==> config.mk <==
export PLATFORM = sky130hd
export DESIGN_NAME = fir_out_decim
export DESIGN_NICKNAME = d
export VERILOG_FILES = /design/src/rtl/fir_out_decim.sv
export SDC_FILE = /design/constraint.sdc
export NUM_CORES = 1
export LEC_CHECK = 0
export ABC_AREA = 0
export CORE_MARGIN = 5
export CORE_UTILIZATION = 30
export CTS_BUF_LIST = sky130_fd_sc_hd__clkbuf_16
export CTS_CLUSTER_SIZE = 12
export DETAILED_ROUTE_END_ITERATION = 8
export GPL_TIMING_DRIVEN = 0
export SYNTH_ARGS = -nofsm -noshare
export SYNTH_HDL_FRONTEND = slang
export SYNTH_SLANG_ARGS = --single-unit
==> constraint.sdc <==
create_clock -name clk -period 2.9 [get_ports clk]
set_input_delay 0.29 -clock clk [delete_from_list [all_inputs] [get_ports clk]]
set_output_delay 0.29 -clock clk [all_outputs]
set_load 0.02 [all_outputs]
==> src/rtl/fir_out_decim.sv <==
// FIR output stage: decimate by DECIM, arithmetic-shift scale, saturate to OUT_WIDTH,
// buffer in a show-ahead FIFO. Define FIR_DECIM_ROUND_EN for round-half-up before the shift.
module fir_out_decim #(
    parameter int IN_WIDTH   = 18,
    parameter int OUT_WIDTH  = 8,
    parameter int SHIFT      = 8,
    parameter int DECIM      = 2,
    parameter int FIFO_DEPTH = 4
) (
    input  logic                              clk,
    input  logic                              rst,
    input  logic [IN_WIDTH-1:0]               input_data,
    input  logic                              input_data_flag,
    output logic [OUT_WIDTH-1:0]              output_data,
    output logic                              output_data_flag,
    input  logic                              output_ready,
    output logic [$clog2(FIFO_DEPTH):0]       fifo_count,
    output logic                              overflow,
    input  logic                              clear_overflow
);

    localparam int PW = (DECIM > 1) ? $clog2(DECIM) : 1;
    localparam int AW = $clog2(FIFO_DEPTH);
    localparam int CW = AW + 1;

    localparam logic signed [IN_WIDTH:0] SAT_MAX = (IN_WIDTH+1)'((1 << (OUT_WIDTH-1)) - 1);
    localparam logic signed [IN_WIDTH:0] SAT_MIN = ~SAT_MAX;

    // ---------------- decimation ----------------
    logic [PW-1:0] phase;
    logic          keep;

    assign keep = input_data_flag && (phase == '0);

    always_ff @(posedge clk) begin
        if (rst) begin
            phase <= '0;
        end else if (input_data_flag) begin
            phase <= (phase == PW'(DECIM-1)) ? '0 : phase + 1'b1;
        end
    end

    // ---------------- scale + saturate ----------------
    logic signed [IN_WIDTH:0]  ext;
    logic signed [IN_WIDTH:0]  biased;
    logic signed [IN_WIDTH:0]  shifted;
    logic        [OUT_WIDTH-1:0] sat;

    assign ext = {input_data[IN_WIDTH-1], input_data};

`ifdef FIR_DECIM_ROUND_EN
    // Half-LSB offset; the extra sign bit in ext absorbs the carry.
    localparam logic signed [IN_WIDTH:0] RND =
        (SHIFT > 0) ? ((IN_WIDTH+1)'(1) << ((SHIFT > 0) ? SHIFT-1 : 0)) : '0;
    assign biased = ext + RND;
`else
    assign biased = ext;
`endif

    assign shifted = biased >>> SHIFT;

    always_comb begin
        sat = shifted[OUT_WIDTH-1:0];
        if (shifted > SAT_MAX)      sat = SAT_MAX[OUT_WIDTH-1:0];
        else if (shifted < SAT_MIN) sat = SAT_MIN[OUT_WIDTH-1:0];
    end

    // ---------------- stage 1 register ----------------
    logic                 s1_vld;
    logic [OUT_WIDTH-1:0] s1_data;

    always_ff @(posedge clk) begin
        if (rst) begin
            s1_vld  <= 1'b0;
            s1_data <= '0;
        end else begin
            s1_vld <= keep;
            if (keep) s1_data <= sat;
        end
    end

    // ---------------- show-ahead FIFO ----------------
    logic [OUT_WIDTH-1:0] mem [FIFO_DEPTH];
    logic [AW-1:0]        wr_ptr, rd_ptr;
    logic [CW-1:0]        count;
    logic [OUT_WIDTH-1:0] last_pop;
    logic                 pop, full, accept, drop;

    assign full   = (count == CW'(FIFO_DEPTH));
    assign pop    = (count != '0) && output_ready;
    // A pop in the same cycle frees the slot the incoming write needs.
    assign accept = s1_vld && (!full || pop);
    assign drop   = s1_vld && full && !pop;

    always_ff @(posedge clk) begin
        if (accept) mem[wr_ptr] <= s1_data;
    end

    always_ff @(posedge clk) begin
        if (rst) begin
            wr_ptr   <= '0;
            rd_ptr   <= '0;
            count    <= '0;
            last_pop <= '0;
            overflow <= 1'b0;
        end else begin
            if (accept) wr_ptr <= wr_ptr + 1'b1;
            if (pop) begin
                rd_ptr   <= rd_ptr + 1'b1;
                last_pop <= mem[rd_ptr];
            end
            count <= count + CW'(accept) - CW'(pop);
            if (drop)                overflow <= 1'b1;
            else if (clear_overflow) overflow <= 1'b0;
        end
    end

    assign fifo_count       = count;
    assign output_data_flag = (count != '0);
    assign output_data      = (count != '0) ? mem[rd_ptr] : last_pop;

endmodule

# [After elaboration in Yosys (flattened, before gate mapping)]
# Memories as Yosys holds them, arrays and structs flattened. A register that Yosys moved wholly into a read port is not among the register bits.
# Cells that the tools add are included.
[classes] add_sub_neg=5 mul=0 eq_ne=1 n_lt_le_gt_ge=2 n_shift=0 bitwise=1 reduce_logical=10 n_div=0 muxes=10
[ops] op="2-to-1 mux 8 bit" count=3
[ops] op="greater-than comparator 10 x 8 -> 1 bit (second input constant)" count=1
[ops] op="< comparator 10 x 8 -> 1 bit (second input constant)" count=1
[ops] op="logical AND 1 bit" count=5
[ops] op="2-to-1 mux 1 bit" count=5
[ops] op="adder 2 x 1 -> 2 bit (second input constant)" count=2
[ops] op="2-to-1 mux 2 bit" count=2
[ops] op="adder 3 x 1 -> 3 bit" count=1
[ops] op="== test 3 bit (second input constant)" count=1
[ops] op="nonzero test 3 bit" count=1
[ops] op="subtractor 3 x 1 -> 3 bit" count=1
[ops] op="logical NOT 1 bit" count=2
[ops] op="nonzero test 2 bit" count=1
[ops] op="adder 1 bit (second input constant)" count=1
[ops] op="logical OR 1 bit" count=1
[ops] op="NOT 1 bit" count=1
[word_totals] reg_bits=26 ram_bits=32 wordCells=38 mem_bits_ro=0 memories=1 input_bits=23 out_inout_bits=13 latchBits=0
[mem_list] name="mem" depth=4 width=8 rd=1 rd_clocked_by_memory_dff=1 wr=1 line="83" text="logic [OUT_WIDTH-1:0] mem [FIFO_DEPTH];"

# [Depth between registers and ports, before layout]
[depth] word_depth=6 depth_mapped=10 ltp_nobuf=10

# [Worst setup path after synthesis]
# No wires, ideal clock.
[synth_timing] path_type="reg-to-reg" start="register count[1], in the netlist fifo_count[1]" end="register count[2], in the netlist fifo_count[2]" slack_ns=0.602 stages_incl_launch_ff=11 arrival_time_ns=2.171 setup_ns=0.128 required_ns=2.772 synth_period_minus_slack_ns=2.298 path_buffers=1 path_cell_list="dfxtp_1 o31ai_1 buf_4 inv_4 ha_1 inv_1 ha_1 fa_1 xnor2_1 xnor2_1 nor2_1"
[synth_via] elab_chain_len=6 elab_cells_between_ends=8 cone_classes="add/sub (2); eq/ne (1); reduce/logical (5)"
[synth_lines] item="start, declared" line="85" text="logic [CW-1:0] count;"
[synth_lines] item="start signal, assigned" line="112" text="count <= count + CW'(accept) - CW'(pop);"
[synth_lines] item="nonzero test 3 bit *" line="90" text="assign pop = (count != '0) && output_ready;"
[synth_lines] item="logical AND 1 bit *" line="90"
[synth_lines] item="named net pop" line="87" text="logic pop, full, accept, drop;"
[synth_lines] item="logical OR 1 bit" line="92" text="assign accept = s1_vld && (!full || pop);"
[synth_lines] item="logical AND 1 bit" line="92"
[synth_lines] item="adder 3 x 1 -> 3 bit" line="112"
[synth_lines] item="subtractor 3 x 1 -> 3 bit *" line="112"
# The timed path passes the listed nets; every way through them passes the cells marked *.
# A chain may end at the register's enable or synchronous reset.

==> impl_results.md <==
- CTS tree: built
- Switching Fraction: 0.299
- Seq cells post-synth: 60
- Psw: 0.868 mW
- RSZ-0062 raised after global routing: false
- Resized cells post-CTS: 0
- Arr. time, crit path: about 2.3 ns
- Starting density of the core: 0.312
- GR Util All Layers: 0.0965
- DP Area: roughly 0.0028 mm^2
- Row Count: 32
- Slew headroom: 0.630
- Largest net degree at the start of global routing: 11
- Largest cells by area after synthesis: edfxtp_1 39%, dfxtp_1 23%, mux4_2 7.4%
- Mean post-synth cell area: 13.2 um^2
- Worst Skew: between 0.005 and 0.006 ns
- P_leak: around 1.1 nW
- Antenna violation net count after detailed routing: 0
- Detailed Route Iter0 Violations: 76
- Least-Margin Pin Slew: between 0.5 and 0.6 ns
- RR Endpoint: fifo_count[2]$_SDFF_PP0_
- Layout area overhead: 26.3%
- Final Max Tran Viols: 0
- Library cells used by synthesis: 29
- Initial antenna violation count: 0
- Fmax: approximately 400 MHz
- # setup viols final: 0
- First-pass GRT wire length: between 7000 and 8000 um
- Final non-filler cell area: ~0.003 mm^2
- Setup tns final: 0 ns
- Chip Height: 100 um
- GR Overflow Total: 0
- Peak supply drop: between 0.3 and 0.4 mV
- CP Launch Type: register
- Clk Latency, worst-skew pair: ~0.32 ns
- Share of power burned in registers: 0.367
- Detail-routed via count per cell: ~4.5
- Combinational group share of total power: 0.328
- Die ar.: between 0.01 and 0.015 mm^2
- R2R Setup Slk: around 0.43 ns
- # IOs: 36
- Core area: 0.00781 mm^2
- Pre-CTS setup slack: just under 0.3 ns
- Sinks on Clock Net: 60
- Share of layout cells above drive strength 1: 0.150
- Final nets: ~250
- Worst Setup End Kind: output pin
- Synthesized Nets: around 220
- Tmin final: 2.55 ns
- Yosys warning total: 0
- Gate count after technology mapping: 185
- Mapped Area: 0.00243 mm^2
- Status: complete, no violations
- Clock Tree Root: clkbuf_16
- Longest Clk Path Bufs: 2
- Yosys top cell area share: 0.395
- Reg2reg path depth: 10
- Worst hold path type: in -> reg
- Maximum Capacitance Violations: 0
- Fin crit share: 0.878
- Worst hold slack: 0.368 ns
- Routability congestion estimate: about 0.67
- Crit path max fanout: 8
- Detailed Routing Iterations Pass 1: 4
- Post-DP HPWL: between 3000 and 4000 um
- Inserted Diodes: 0
- Wire length per cell: 13.3 um
- Die W: about 100 um
- Hold Vio Cnt, Final: 0
- Hold_sp: rst
- TritonCTS buffer count: 9
- Cell taking the most area after synthesis: edfxtp_1
- CP required: approximately 2.6 ns
- Drt drc: 0
- Pwr Density: about 940 mW/mm^2
- Detailed Route WL: 4390 um
- Clock share of power: 0.305
- Clock transition at path regs: 0.05 ns
- Pint: around 2.0 mW
- Vias in the first global route: between 1,000 and 1,500
- WHS Endpoint: fifo_count[0]$_SDFF_PP0_
- Port Buffers: 26
- Setup slack after layout: around 0.35 ns
- Post-CTS setup buffers: 0
- Total number of vias: between 1,000 and 1,500
- CTS Hold Bufs: 0
- Seq/Total Area, Yosys: 0.625
- Worst Hold Path Cells: 2
- Htree depth: 3
- Worst Path Class, Setup: reg -> out
- Reg2reg start: fifo_count[1]$_SDFF_PP0_
==> cell type report <==
cell class                 instances  area (um^2)
buffer                             8         41.3
clock buffer                       9          225
clock inverter                     7         27.5
timing repair buffer              26          260
fill                             741         4730
tap                              102          128
multi-input combinational        107          832
inverter                          10         40.0
sequential                        60         1520
==> routing by layer <==
| metal | vias up | routed length (um) | global-route usage |
|---|---|---|---|
| li1 | 743 | - | - |
| met1 | 689 | 2070 | 0.118 |
| met2 | 34 | 2020 | 0.140 |
| met3 | 7 | 205 | 0.0354 |
| met4 | 0 | 92 | 0.0684 |
| met5 | - | 0 | 0 |
==> critical path, cell delays in order (launching register included) <==
cell             delay [ns]
dfxtp_1                0.31
buf_1                  0.40
mux4_2                 0.42
mux2_2                 0.28
clkdlybuf4s50_1        0.54
==> power groups by stage <==
stage | registers (mW) | logic (mW) | clock network, mW
6_report | 1.06 | 0.952 | 0.883
2_1_floorplan | 1.09 | 0.618 | 0
5_1_grt | 1.08 | 1.04 | 0.946
3_5_place_dp | 1.08 | 0.970 | 0
3_3_place_gp | 1.08 | 0.964 | 0
4_1_cts | 1.06 | 0.976 | 0.905
==> sequential cells by signal (all words and copies together), names as in the netlist, named ones only <==
name        flops
phase           1
mem            32
s1_data         8
rd_ptr          2
s1_vld          1
wr_ptr          2
fifo_count      3
overflow        1
last_pop        8
==> through the flow <==
stage | utilization | power, mW | cells
after detailed placement | 0.362 | 2.05 | 313
after global placement | 0.362 | 2.04 | 313
after CTS | 0.394 | 2.94 | 329
final | 0.394 | 2.90 | 329
after global routing | 0.394 | 3.06 | 329
after floorplan | - | 1.70 | 185
==> cell families after synthesis <==
logic type | after synthesis | synth area share
buffers and inverters | 18 | 0.0334
multiplexers | 16 | 0.111
adder cells (fa/ha/maj) | 7 | 0.0391
AND/OR/NAND/NOR | 47 | 0.0987
AO/OA/AOI/OAI | 34 | 0.0822
flip-flops | 60 | 0.625
XOR/XNOR | 3 | 0.0108
==> worst max path at each step <==
stage	cells past startpoint	start	endpoint	slack [ns]
3_3_place_gp	11	output_ready	fifo_count[2]$_SDFF_PP0_	0.31
5_1_grt	4	register	output_data[5]	0.22
4_1_cts	4	register	output_data[5]	0.30
2_1_floorplan	10	fifo_count[1]$_SDFF_PP0_	fifo_count[2]$_SDFF_PP0_	0.60
6_report	4	register	output_data[0]	0.35
3_5_place_dp	11	output_ready	fifo_count[2]$_SDFF_PP0_	0.30
==> layout by cell type (no fill, tap or decap), types with 4 or more instances in the layout <==
cell             netlist  routed
a21oi_1               21      21
and3_1                 4       4
clkbuf_16              0       9
clkdlybuf4s50_1        0      26
dfxtp_1               28      28
edfxtp_1              32      32
ha_1                   6       6
inv_1                  9      12
mux2_2                 8       8
mux4_2                 8       8
nand2_1               25      25
nor2_1                 6       6
nor2b_1                4       4
o211ai_1               7       7
==> cell usage after synthesis (all sizes together) <==
master	n
a21bo	1
a21oi	21
and3	4
buf	5
clkbuf	3
dfxtp	28
edfxtp	32
fa	1
ha	6
inv	10
mux2	8
mux4	8
nand2	25
nand2b	2
nand3	2
nor2	6
nor2b	4
nor3	1
nor4b	1
o211ai	7
o21ai	3
o21ba	1
o31ai	1
or3	1
or4b	1
xnor2	3
Power figures use the tool's default switching activity.
